$ cat src/rtl/sha3_pkg.sv
// Shared constants and control-state encoding for the SHA3-256 sponge slice.
package sha3_pkg;
  localparam int unsigned KECCAK_ROUNDS = 24;
  localparam int unsigned RATE_BITS     = 1088;
  localparam int unsigned DIGEST_BITS   = 256;
  localparam int unsigned ROUND_IDX_W   = 5;

  typedef enum logic [1:0] {
    IDLE     = 2'd0,
    WAIT_BLK = 2'd1,
    PERMUTE  = 2'd2,
    DONE     = 2'd3
  } ctrl_state_t;
endpackage

$ cat src/rtl/keccak_round_cnt.sv
// Round index counter: steps by UNROLL while enabled and wraps to 0 after the
// terminal value ROUNDS-UNROLL.
module keccak_round_cnt #(
  parameter int unsigned ROUNDS = 24,
  parameter int unsigned UNROLL = 1,
  parameter int unsigned IDX_W  = 5
) (
  input  logic             clk,
  input  logic             reset,
  input  logic             clr,
  input  logic             en,
  output logic [IDX_W-1:0] cnt,
  output logic             term
);
  localparam logic [IDX_W-1:0] STEP = IDX_W'(UNROLL);
  localparam logic [IDX_W-1:0] LAST = IDX_W'(ROUNDS - UNROLL);

  generate
    if (UNROLL == 0) begin : g_bad_zero
      $error("keccak_round_cnt: UNROLL must be non-zero");
    end else if ((ROUNDS % UNROLL) != 0) begin : g_bad_div
      $error("keccak_round_cnt: UNROLL must divide ROUNDS");
    end
    if (((ROUNDS - 1) >> IDX_W) != 0) begin : g_bad_width
      $error("keccak_round_cnt: IDX_W too narrow for ROUNDS");
    end
  endgenerate

  assign term = (cnt == LAST);

  always_ff @(posedge clk or negedge reset) begin
    if (!reset) begin
      cnt <= '0;
    end else if (clr) begin
      cnt <= '0;
    end else if (en) begin
      cnt <= term ? '0 : cnt + STEP;
    end
  end
endmodule

$ cat src/rtl/keccak_sponge_ctrl.sv
// Multi-block sponge sequencing FSM: block handshake, absorb pulse, round
// stepping and digest hand-off. Optional blk_count port via SHA3_BLKCNT_EN.
module keccak_sponge_ctrl
  import sha3_pkg::*;
#(
  parameter int unsigned ROUNDS = KECCAK_ROUNDS,
  parameter int unsigned UNROLL = 1,
  parameter int unsigned IDX_W  = ROUND_IDX_W
) (
  input  logic             clk,
  input  logic             reset,
  input  logic             blk_valid,
  input  logic             blk_last,
  output logic             blk_ready,
  output logic             state_clear,
  output logic             absorb_en,
  output logic             round_en,
  output logic [IDX_W-1:0] round_idx,
  output logic             busy,
  output logic             digest_valid,
`ifdef SHA3_BLKCNT_EN
  output logic [15:0]      blk_count,
`endif
  input  logic             digest_ack
);
  ctrl_state_t      state_q, state_d;
  logic             last_q;
  logic             accept;
  logic             rnd_term;
  logic [IDX_W-1:0] rnd_cnt;

  assign blk_ready    = (state_q == IDLE) || (state_q == WAIT_BLK);
  // blk_ready reads 1 in reset (IDLE), so the handshake is gated on reset too
  assign accept       = blk_valid & blk_ready & reset;
  assign absorb_en    = accept;
  assign state_clear  = accept & (state_q == IDLE);
  assign round_en     = (state_q == PERMUTE);
  assign round_idx    = round_en ? rnd_cnt : '0;
  assign busy         = (state_q != IDLE);
  assign digest_valid = (state_q == DONE);

  keccak_round_cnt #(
    .ROUNDS (ROUNDS),
    .UNROLL (UNROLL),
    .IDX_W  (IDX_W)
  ) u_round_cnt (
    .clk   (clk),
    .reset (reset),
    .clr   (accept),
    .en    (round_en),
    .cnt   (rnd_cnt),
    .term  (rnd_term)
  );

  always_ff @(posedge clk or negedge reset) begin
    if (!reset) begin
      state_q <= IDLE;
      last_q  <= 1'b0;
    end else begin
      state_q <= state_d;
      if (accept) last_q <= blk_last;
    end
  end

  always_comb begin
    state_d = state_q;
    unique case (state_q)
      IDLE, WAIT_BLK: if (accept) state_d = PERMUTE;
      PERMUTE:        if (rnd_term) state_d = last_q ? DONE : WAIT_BLK;
      DONE:           if (digest_ack) state_d = IDLE;
      default:        state_d = IDLE;
    endcase
  end

`ifdef SHA3_BLKCNT_EN
  always_ff @(posedge clk or negedge reset) begin
    if (!reset) begin
      blk_count <= '0;
    end else if (accept) begin
      if (state_q == IDLE)        blk_count <= 16'd1;
      else if (blk_count != '1)   blk_count <= blk_count + 16'd1;
    end
  end
`endif
endmodule

$ cat config.mk
export PLATFORM = sky130hd
export DESIGN_NAME = keccak_sponge_ctrl
export DESIGN_NICKNAME = d
export VERILOG_FILES = /design/src/rtl/sha3_pkg.sv /design/src/rtl/keccak_round_cnt.sv /design/src/rtl/keccak_sponge_ctrl.sv
export SDC_FILE = /design/constraint.sdc
export NUM_CORES = 1
export LEC_CHECK = 0
export BUFFER_PORTS_ARGS = -buffer_cell sky130_fd_sc_hd__buf_2
export CAP_MARGIN = 15
export CORE_AREA = 2 2 39 41
export CTS_CLUSTER_SIZE = 16
export DETAILED_ROUTE_END_ITERATION = 10
export DIE_AREA = 0 0 41 43
export PLACE_DENSITY_LB_ADDON = 0.2
export SKIP_CTS_REPAIR_TIMING = 1
export SLEW_MARGIN = 5
export SYNTH_ARGS = -nofsm -noshare
export SYNTH_HDL_FRONTEND = slang
export SYNTH_HIERARCHICAL = 1
export SYNTH_SLANG_ARGS = --single-unit
$ cat constraint.sdc
create_clock -name clk -period 1.85 [get_ports clk]
set_input_delay 0.2775 -clock clk [delete_from_list [all_inputs] [get_ports clk]]
set_output_delay 0.2775 -clock clk [all_outputs]
set_load 0.02 [all_outputs]
* Word level (Yosys, flattened, before mapping)
Index checks and enable logic that the tools add are counted.
** Storage, ports and cells
- Register bits :: 8
- Input port bits :: 5
- Output and inout bits :: 11
- Logic and storage cells :: 29
** Cells by class
- Add/subtract/negate cells :: 1
- Equality and inequality tests :: 7
- Muxes and demuxes :: 9
- Bitwise gates (word level) :: 3
- Reductions and logical operators :: 6
** Operators by type and width (count)
- $mux W5 :: 4
- $mux W2 :: 4
- $pmux W2 S3 :: 1
- $add A5 B1 Y5 const B :: 1
- $eq A5 B5 Y1 const B :: 1
- $eq A2 B2 Y1 const B :: 2
- $ne A2 B1 Y1 const B :: 2
- $reduce_bool A2 Y1 :: 2
- $and A1 B1 Y1 :: 3
- $reduce_and A3 Y1 :: 1
- $eq A2 B1 Y1 const B :: 1
- $logic_not A2 Y1 :: 1
- $ne A2 B2 Y1 const B :: 1
- $reduce_or A2 Y1 :: 1
- $logic_or A1 B1 Y1 :: 1

* Logic depth before layout (Yosys ltp)
Gate-level depths: netlist of the first run.
- Depth after elaboration :: 6
- Gate-level depth with buffers :: 4
- Mapped depth without buffers :: 4

* Hierarchy
Netlist of the first run, hierarchy kept.
** By module, submodules not included
- keccak_round_cnt :: times used 1, cells each 23, area each 262.8 um^2, sequential area each 125.1 um^2
- keccak_sponge_ctrl :: times used 1, cells each 21, area each 210.2 um^2, sequential area each 75.1 um^2

* Worst setup path after synthesis of the first run
Ideal clock, no wire load.
- Path type :: reg2reg
- From :: register state_q[1]
- To :: register u_round_cnt.cnt[3]
- Setup time :: 0.123 ns
- Arrival :: 1.404 ns
- Data required time :: 1.727 ns
- Setup slack :: 0.323 ns
- Cell stages (with the launch flop) :: 5
- Path buffers :: 1
- Period minus slack after synthesis :: 1.527 ns
- Cells stage by stage :: dfrtp_1 -> nor2b_1 -> buf_2 -> nand4_1 -> mux2i_1
** Between the ends
- Elaborated cells on any way between the ends :: 8
- Classes of those cells :: eq/ne (2); mux (1); bitwise (2); reduce/logical (3)
** RTL lines
- start: declaration :: line keccak_sponge_ctrl.sv:26 : ctrl_state_t state_q, state_d;
- start signal: assignment :: line keccak_sponge_ctrl.sv:60 : state_q <= state_d;
- $eq A2 B2 Y1 :: line keccak_sponge_ctrl.sv:37 : assign round_en = (state_q == PERMUTE);
- net round_en :: line keccak_sponge_ctrl.sv:17 : output logic round_en,
- $reduce_bool A2 Y1 (no line)
- end signal: assignment :: line keccak_round_cnt.sv:37 : cnt <= term ? '0 : cnt + STEP;
- end: declaration :: line keccak_round_cnt.sv:12 : output logic [IDX_W-1:0] cnt,
The timed path passes the listed nets, and every way through them passes these cells.
A chain may end at the register's enable or synchronous reset.

* Worst setup path in the final report of the first run
- From :: register state_q[1]
- To :: output port round_idx[3]
** Between the ends
- Cells in the longest elaborated chain, start to end :: 2
** Ends and longest elaborated chain
- $eq A2 B2 Y1 :: line keccak_sponge_ctrl.sv:37
- $mux W5 :: line keccak_sponge_ctrl.sv:38 : assign round_idx = round_en ? rnd_cnt : '0;
- end: declaration :: line keccak_sponge_ctrl.sv:18 : output logic [IDX_W-1:0] round_idx,
Every way passes these cells.

==> results of run 1 <==
## flip-flops by register name (all words and copies together) (netlist names)
register,count
state_q,2
u_round_cnt/cnt,5
last_q,1
## per-layer routing
layer	GRT usage, %	share of wire, %	wire length (µm)
met1	16.2	44	412
met2	18.8	49	459
met3	3.14	6.3	59
met4	10.0	0	0
met5	0	0	0
## cell type report
cell class / instances / area [µm²]
Multi-Input combinational cell: 33 / 260
Clock buffer: 3 / 22.5
Sequential cell: 8 / 200
Inverter: 2 / 7.51
Tap cell: 16 / 20.0
Timing Repair Buffer: 17 / 92.6
Fill cell: 141 / 781
## cells in the final DEF, fill, tap and decap left out
| master | n |
|---|---|
| xnor2_1 | 1 |
| nand3b_4 | 1 |
| and4b_1 | 1 |
| a32o_1 | 1 |
| nand3_1 | 1 |
| or3b_1 | 2 |
| nand3b_1 | 1 |
| buf_4 | 1 |
| buf_2 | 15 |
| mux2_4 | 1 |
| inv_1 | 1 |
| nor2_1 | 3 |
| and2_2 | 3 |
| nor2b_1 | 1 |
| and2_1 | 3 |
| inv_2 | 1 |
| or2_2 | 1 |
| nand2b_1 | 2 |
| nand4_1 | 1 |
| a31o_1 | 1 |
| a21bo_2 | 1 |
| dlygate4sd3_1 | 1 |
| dfrtp_1 | 8 |
| ha_1 | 1 |
| clkbuf_4 | 3 |
| a21oi_1 | 1 |
| a211o_1 | 1 |
| mux2i_1 | 3 |
| nand2_1 | 2 |
## kinds of logic (layout without fill, tap and decap cells)
kind of cell               Yosys count  count (layout)
adders and majority gates            1               1
DFF                                  8               8
and+or+nand+nor                     22              22
xor gates and xnor gates             1               1
AOI/OAI and AO/OA                    5               5
muxes                                4               4
buffers and inverters                3              22
## metrics by stage
| step | hold WS, ns | power [W] | instances |
|---|---|---|---|
| floorplan | -0.0181 | 0.000726 | 44 |
| global placement | 0.160 | 0.000885 | 75 |
| detailed placement | 0.155 | 0.000882 | 75 |
| CTS | -0.118 | 0.00102 | 78 |
| global route | 0.244 | 0.00110 | 79 |
| finish | 0.265 | 0.00101 | 79 |
## worst paths after layout
path / start / end / slack, ns / cells after the start
worst max-delay path: state_q[1] / round_idx[3] / 0.15 / 3
worst min-delay path: blk_last / last_q / 0.27 / 2
worst max register to register: u_round_cnt/cnt[0] / state_q[1] / 0.30 / 4
worst min register to register: last_q / last_q / 0.50 / 1
max in group asynchronous: reset / state_q[1] / 1.06 / 2
min in group asynchronous: reset / last_q / 0.52 / 2
## power by group through the flow
stage / clock network, W / registers, W / logic, W
floorplan: 0 / 0.000310 / 0.000416
global placement: 0 / 0.000334 / 0.000551
detailed placement: 0 / 0.000331 / 0.000551
CTS: 0.000139 / 0.000328 / 0.000555
global route: 0.000157 / 0.000341 / 0.000605
finish: 0.000130 / 0.000328 / 0.000549
==> flow_summary.toml, run 1 <==
[yosys]
synth_compound_area_share_pct = 8.99
synth_area_per_cell_um2 = 10.7
synthXorXnorAreaFrac_pct = 1.85
ys_types = 26
syn-instance-count = 44
synth.most_common_cell = "dfrtp_1"
synth_ff_type = "dfrtp_1"
synth_area_um2 = 473
yosysWarnings = 6
synth_top_area_share_pct = 42.3
yosys.area_share.simple_pct = 32.0
synth-seq-cells = 8
synthMuxAreaShare_pct = 9.52
synthAdderAreaFrac_pct = 2.65
synth_seq_area_share_pct = 42.3
synthesis.nets = 50
synth-edff-count = 0
synth_area_leader_cell = "dfrtp_1"
ys_top_cells_by_area = "dfrtp_1, mux2i_1, and2_2"
ys_top_cells_by_count = "dfrtp_1, and2_1, and2_2, mux2i_1, nor2_1"
synth-async-reset-ratio_pct = 100
synth_top_family_by_area = "simple AND/OR/NAND/NOR gates"

[timing]
layout_min_cycle_time_ns = 1.70
timing.fmax_ghz = 0.590
drv_slew = 0
finalHoldViolations = 0
final-setup-viol-count = 0
fin_skew_ns = 0.00113
fin_ws_ns = 0.155
relSlewSlack_pct = 73.4
worstMarginPinSlew_ns = 0.398
grt_setup_unrepaired = "no"
post-route-period-util_pct = 91.6
finalSetupTns_ns = 0

[cts]
clk_latency_ns = 0.25
cts_max_level = 1
root_buffer = "clkbuf_4"
numClockSinks = 8
cts_made_buffers = 3
clk_pin_slew_worst_paths_ns = 0.05
cts_buffer_depth = 2
cts_tree = "done"

[status]
status = "complete, no violations"

[finish]
post-route-util_pct = 43.6
syn_to_final_growth_pct = 27.5
design_area_um2 = 603
final_nets = 71
drive_gt1_share_pct = 42.9
n_antenna_cell = 0

[floorplan]
die_width_um = 41
pin_count = 16
initial_core_util_pct = 34.2
coreArea_mm2 = 0.00138
dieArea_mm2 = 0.00176
num_rows = 14
die_h_um = 43

[critical_path]
endpoint_kind = "primary output"
crit_chain = "nor2b_1 > and2_2 > buf_2"
worst_setup_path_start_kind = "flop"
crit_slowest_cell = "dfrtp_1"
cp_max_fo = 8
critPathBufInv = 1
cp_slowest_stage_delay_ns = 0.42
critical_path_class = "flop to primary output"
cp.arrival_ns = 1.42
crit_family = "simple AND/OR/NAND/NOR gates"
worstPathRequired_ns = 1.57

[power]
switching_power_w = 0.000422
p_sw_share_pct = 42.0
powerDensity_mw_per_mm2 = 1670
clockPowerShare_pct = 12.9
p_int_w = 0.000584
irDropWorstVdd_uv = 575
power_frac_comb_pct = 54.5
p_leak_nw = 0.334
p_seq_share_pct = 32.6

[placed_design]
post_dp_cell_area_um2 = 571
dp_slack_ns = 0.311
hpwl_um = 687
io_buffers = 15
gp_congestion = 0.734

[grt]
grt_pass1_wl_mm = 1.51
antenna_found_initial = 0
grt_usage_pct = 13.2
grt_pass1_vias = 363
grt-ovfl-total = 0
grt_max_degree = 11

[drt]
vias = 391
final_antenna_net_count = 0
first_pass_iters = 4
drc = 0
wl_um = 932
drt_iter0_markers = 6
drt-wirelength-per-cell_um = 11.8
vias_per_cell = 4.95

[min_path]
hp-class = "input pin to flop"

[flow_run]
maxCapViolations = 0
Power figures use the tool's default switching activity.
==> inputs of run 2 (changes only) <==
Settings changed: CTS_BUF_LIST from default to sky130_fd_sc_hd__clkbuf_16.
==> flow_summary.toml, run 2 (same netlist as run 1, synthesis figures left out) <==
[status]
status = "complete, no violations"

[floorplan]
die_h_um = 43
num_rows = 14
die_width_um = 41
pin_count = 16
dieArea_mm2 = 0.00176
initial_core_util_pct = 34.2
coreArea_mm2 = 0.00138

[timing]
post-route-period-util_pct = 91.2
timing.fmax_ghz = 0.593
grt_setup_unrepaired = "no"
worstMarginPinSlew_ns = 0.413
drv_slew = 0
relSlewSlack_pct = 72.4
final-setup-viol-count = 0
layout_min_cycle_time_ns = 1.69
finalHoldViolations = 0
fin_skew_ns = 0.000438
finalSetupTns_ns = 0

[finish]
largest_registers = "u_round_cnt/cnt (5), state_q (2), last_q (1)"
layout_common_cells = "buf_2, dfrtp_1"
largest_register_ffs = 5
post-route-util_pct = 47.4
final_nets = 71
syn_to_final_growth_pct = 38.6
regArea_um2 = 200
drive_gt1_share_pct = 42.9
final_common_cell = "buf_2"
fillers = 132
largest_register = "u_round_cnt/cnt"
n_antenna_cell = 0
multi_input_area_um2 = 260

[min_path]
hp-class = "input pin to flop"

[power]
p_seq_share_pct = 26.5
powerDensity_mw_per_mm2 = 1880
clockPowerShare_pct = 29.0
irDropWorstVdd_uv = 820
switching_power_w = 0.000446
p_sw_share_pct = 36.1
power_frac_comb_pct = 44.5
p_leak_nw = 0.358
p_int_w = 0.000789

[cts]
clk_pin_slew_worst_paths_ns = 0.04
numClockSinks = 8
clk_latency_ns = 0.23
cts_tree = "done"
cts_max_level = 1
root_buffer = "clkbuf_16"
cts_made_buffers = 3
cts_buffer_depth = 2

[critical_path]
critical_path_class = "flop to primary output"
crit_family = "simple AND/OR/NAND/NOR gates"
worst_setup_path_start_kind = "flop"
worstPathRequired_ns = 1.57
endpoint_kind = "primary output"
cp.arrival_ns = 1.41
crit_slowest_cell = "dfrtp_1"
crit_chain = "nor2b_1 > and2_2 > buf_2"
cp_max_fo = 8
cp_slowest_stage_delay_ns = 0.41
critPathBufInv = 1

[placed_design]
gp_congestion = 0.734
hpwl_um = 687
io_buffers = 15

[grt]
grt_usage_pct = 12.8
grt_pass1_wl_mm = 1.48
grt-ovfl-total = 0
grt_max_degree = 11
antenna_found_initial = 0
grt_pass1_vias = 358

[drt]
drt-wirelength-per-cell_um = 11.9
final_antenna_net_count = 0
vias_per_cell = 4.99
wl_um = 943
first_pass_iters = 3
drt_iter0_markers = 7
vias = 394
drc = 0

[flow_run]
maxCapViolations = 0
==> run 2: cell counts in the layout (fill, tap and decap cells not counted) <==
Identical to the previous run, type by type.
==> run 2: per-layer routing <==
metal | vias to the layer above | track usage (%) | wire length (µm)
met2 | 13 | 18.8 | 455
met5 | - | 0 | 0
met1 | 186 | 15.9 | 406
met4 | 0 | 8.00 | 14
li1 | 193 | - | -
met3 | 2 | 3.14 | 66
==> run 2: stage by stage <==
step / setup slack [ns] / instances / hold slack [ns] / area, µm² / total power [W]
after CTS: 0.161 / 78 / -0.0833 / 646 / 0.00125
after global placement: 0.302 / 75 / 0.160 / 571 / 0.000885
after global routing: 0.0771 / 79 / 0.288 / 656 / 0.00133
after floorplan: 0.323 / 44 / -0.0181 / 473 / 0.000726
final: 0.163 / 79 / 0.286 / 656 / 0.00124
after detailed placement: 0.311 / 75 / 0.155 / 571 / 0.000882
==> run 2: cell type report <==
cell class / instances / area share [%]
Clock buffer: 3 / 11.5
Inverter: 2 / 1.15
Multi-Input combinational cell: 33 / 39.7
Sequential cell: 8 / 30.5
Tap cell: 16 / 3.05
Timing Repair Buffer: 17 / 14.1
==> run 2: final timing paths <==
| kind | slack [ns] | cells past startpoint | end | start |
|---|---|---|---|---|
| hold / removal | 0.29 | 2 | last_q | blk_last |
| hold reg to reg | 0.50 | 1 | last_q | last_q |
| setup reg to reg | 0.30 | 4 | state_q[1] | u_round_cnt/cnt[0] |
| setup / recovery | 0.16 | 3 | round_idx[3] | state_q[1] |
| max in group asynchronous | 1.02 | 2 | u_round_cnt/cnt[2] | reset |
| min in group asynchronous | 0.54 | 2 | state_q[0] | reset |
==> run 2: power by group through the flow <==
stage | clock network (W) | logic, W | registers (W)
after detailed placement | 0 | 0.000551 | 0.000331
after floorplan | 0 | 0.000416 | 0.000310
after global placement | 0 | 0.000551 | 0.000334
final | 0.000358 | 0.000550 | 0.000328
after global routing | 0.000377 | 0.000607 | 0.000341
after CTS | 0.000365 | 0.000555 | 0.000330
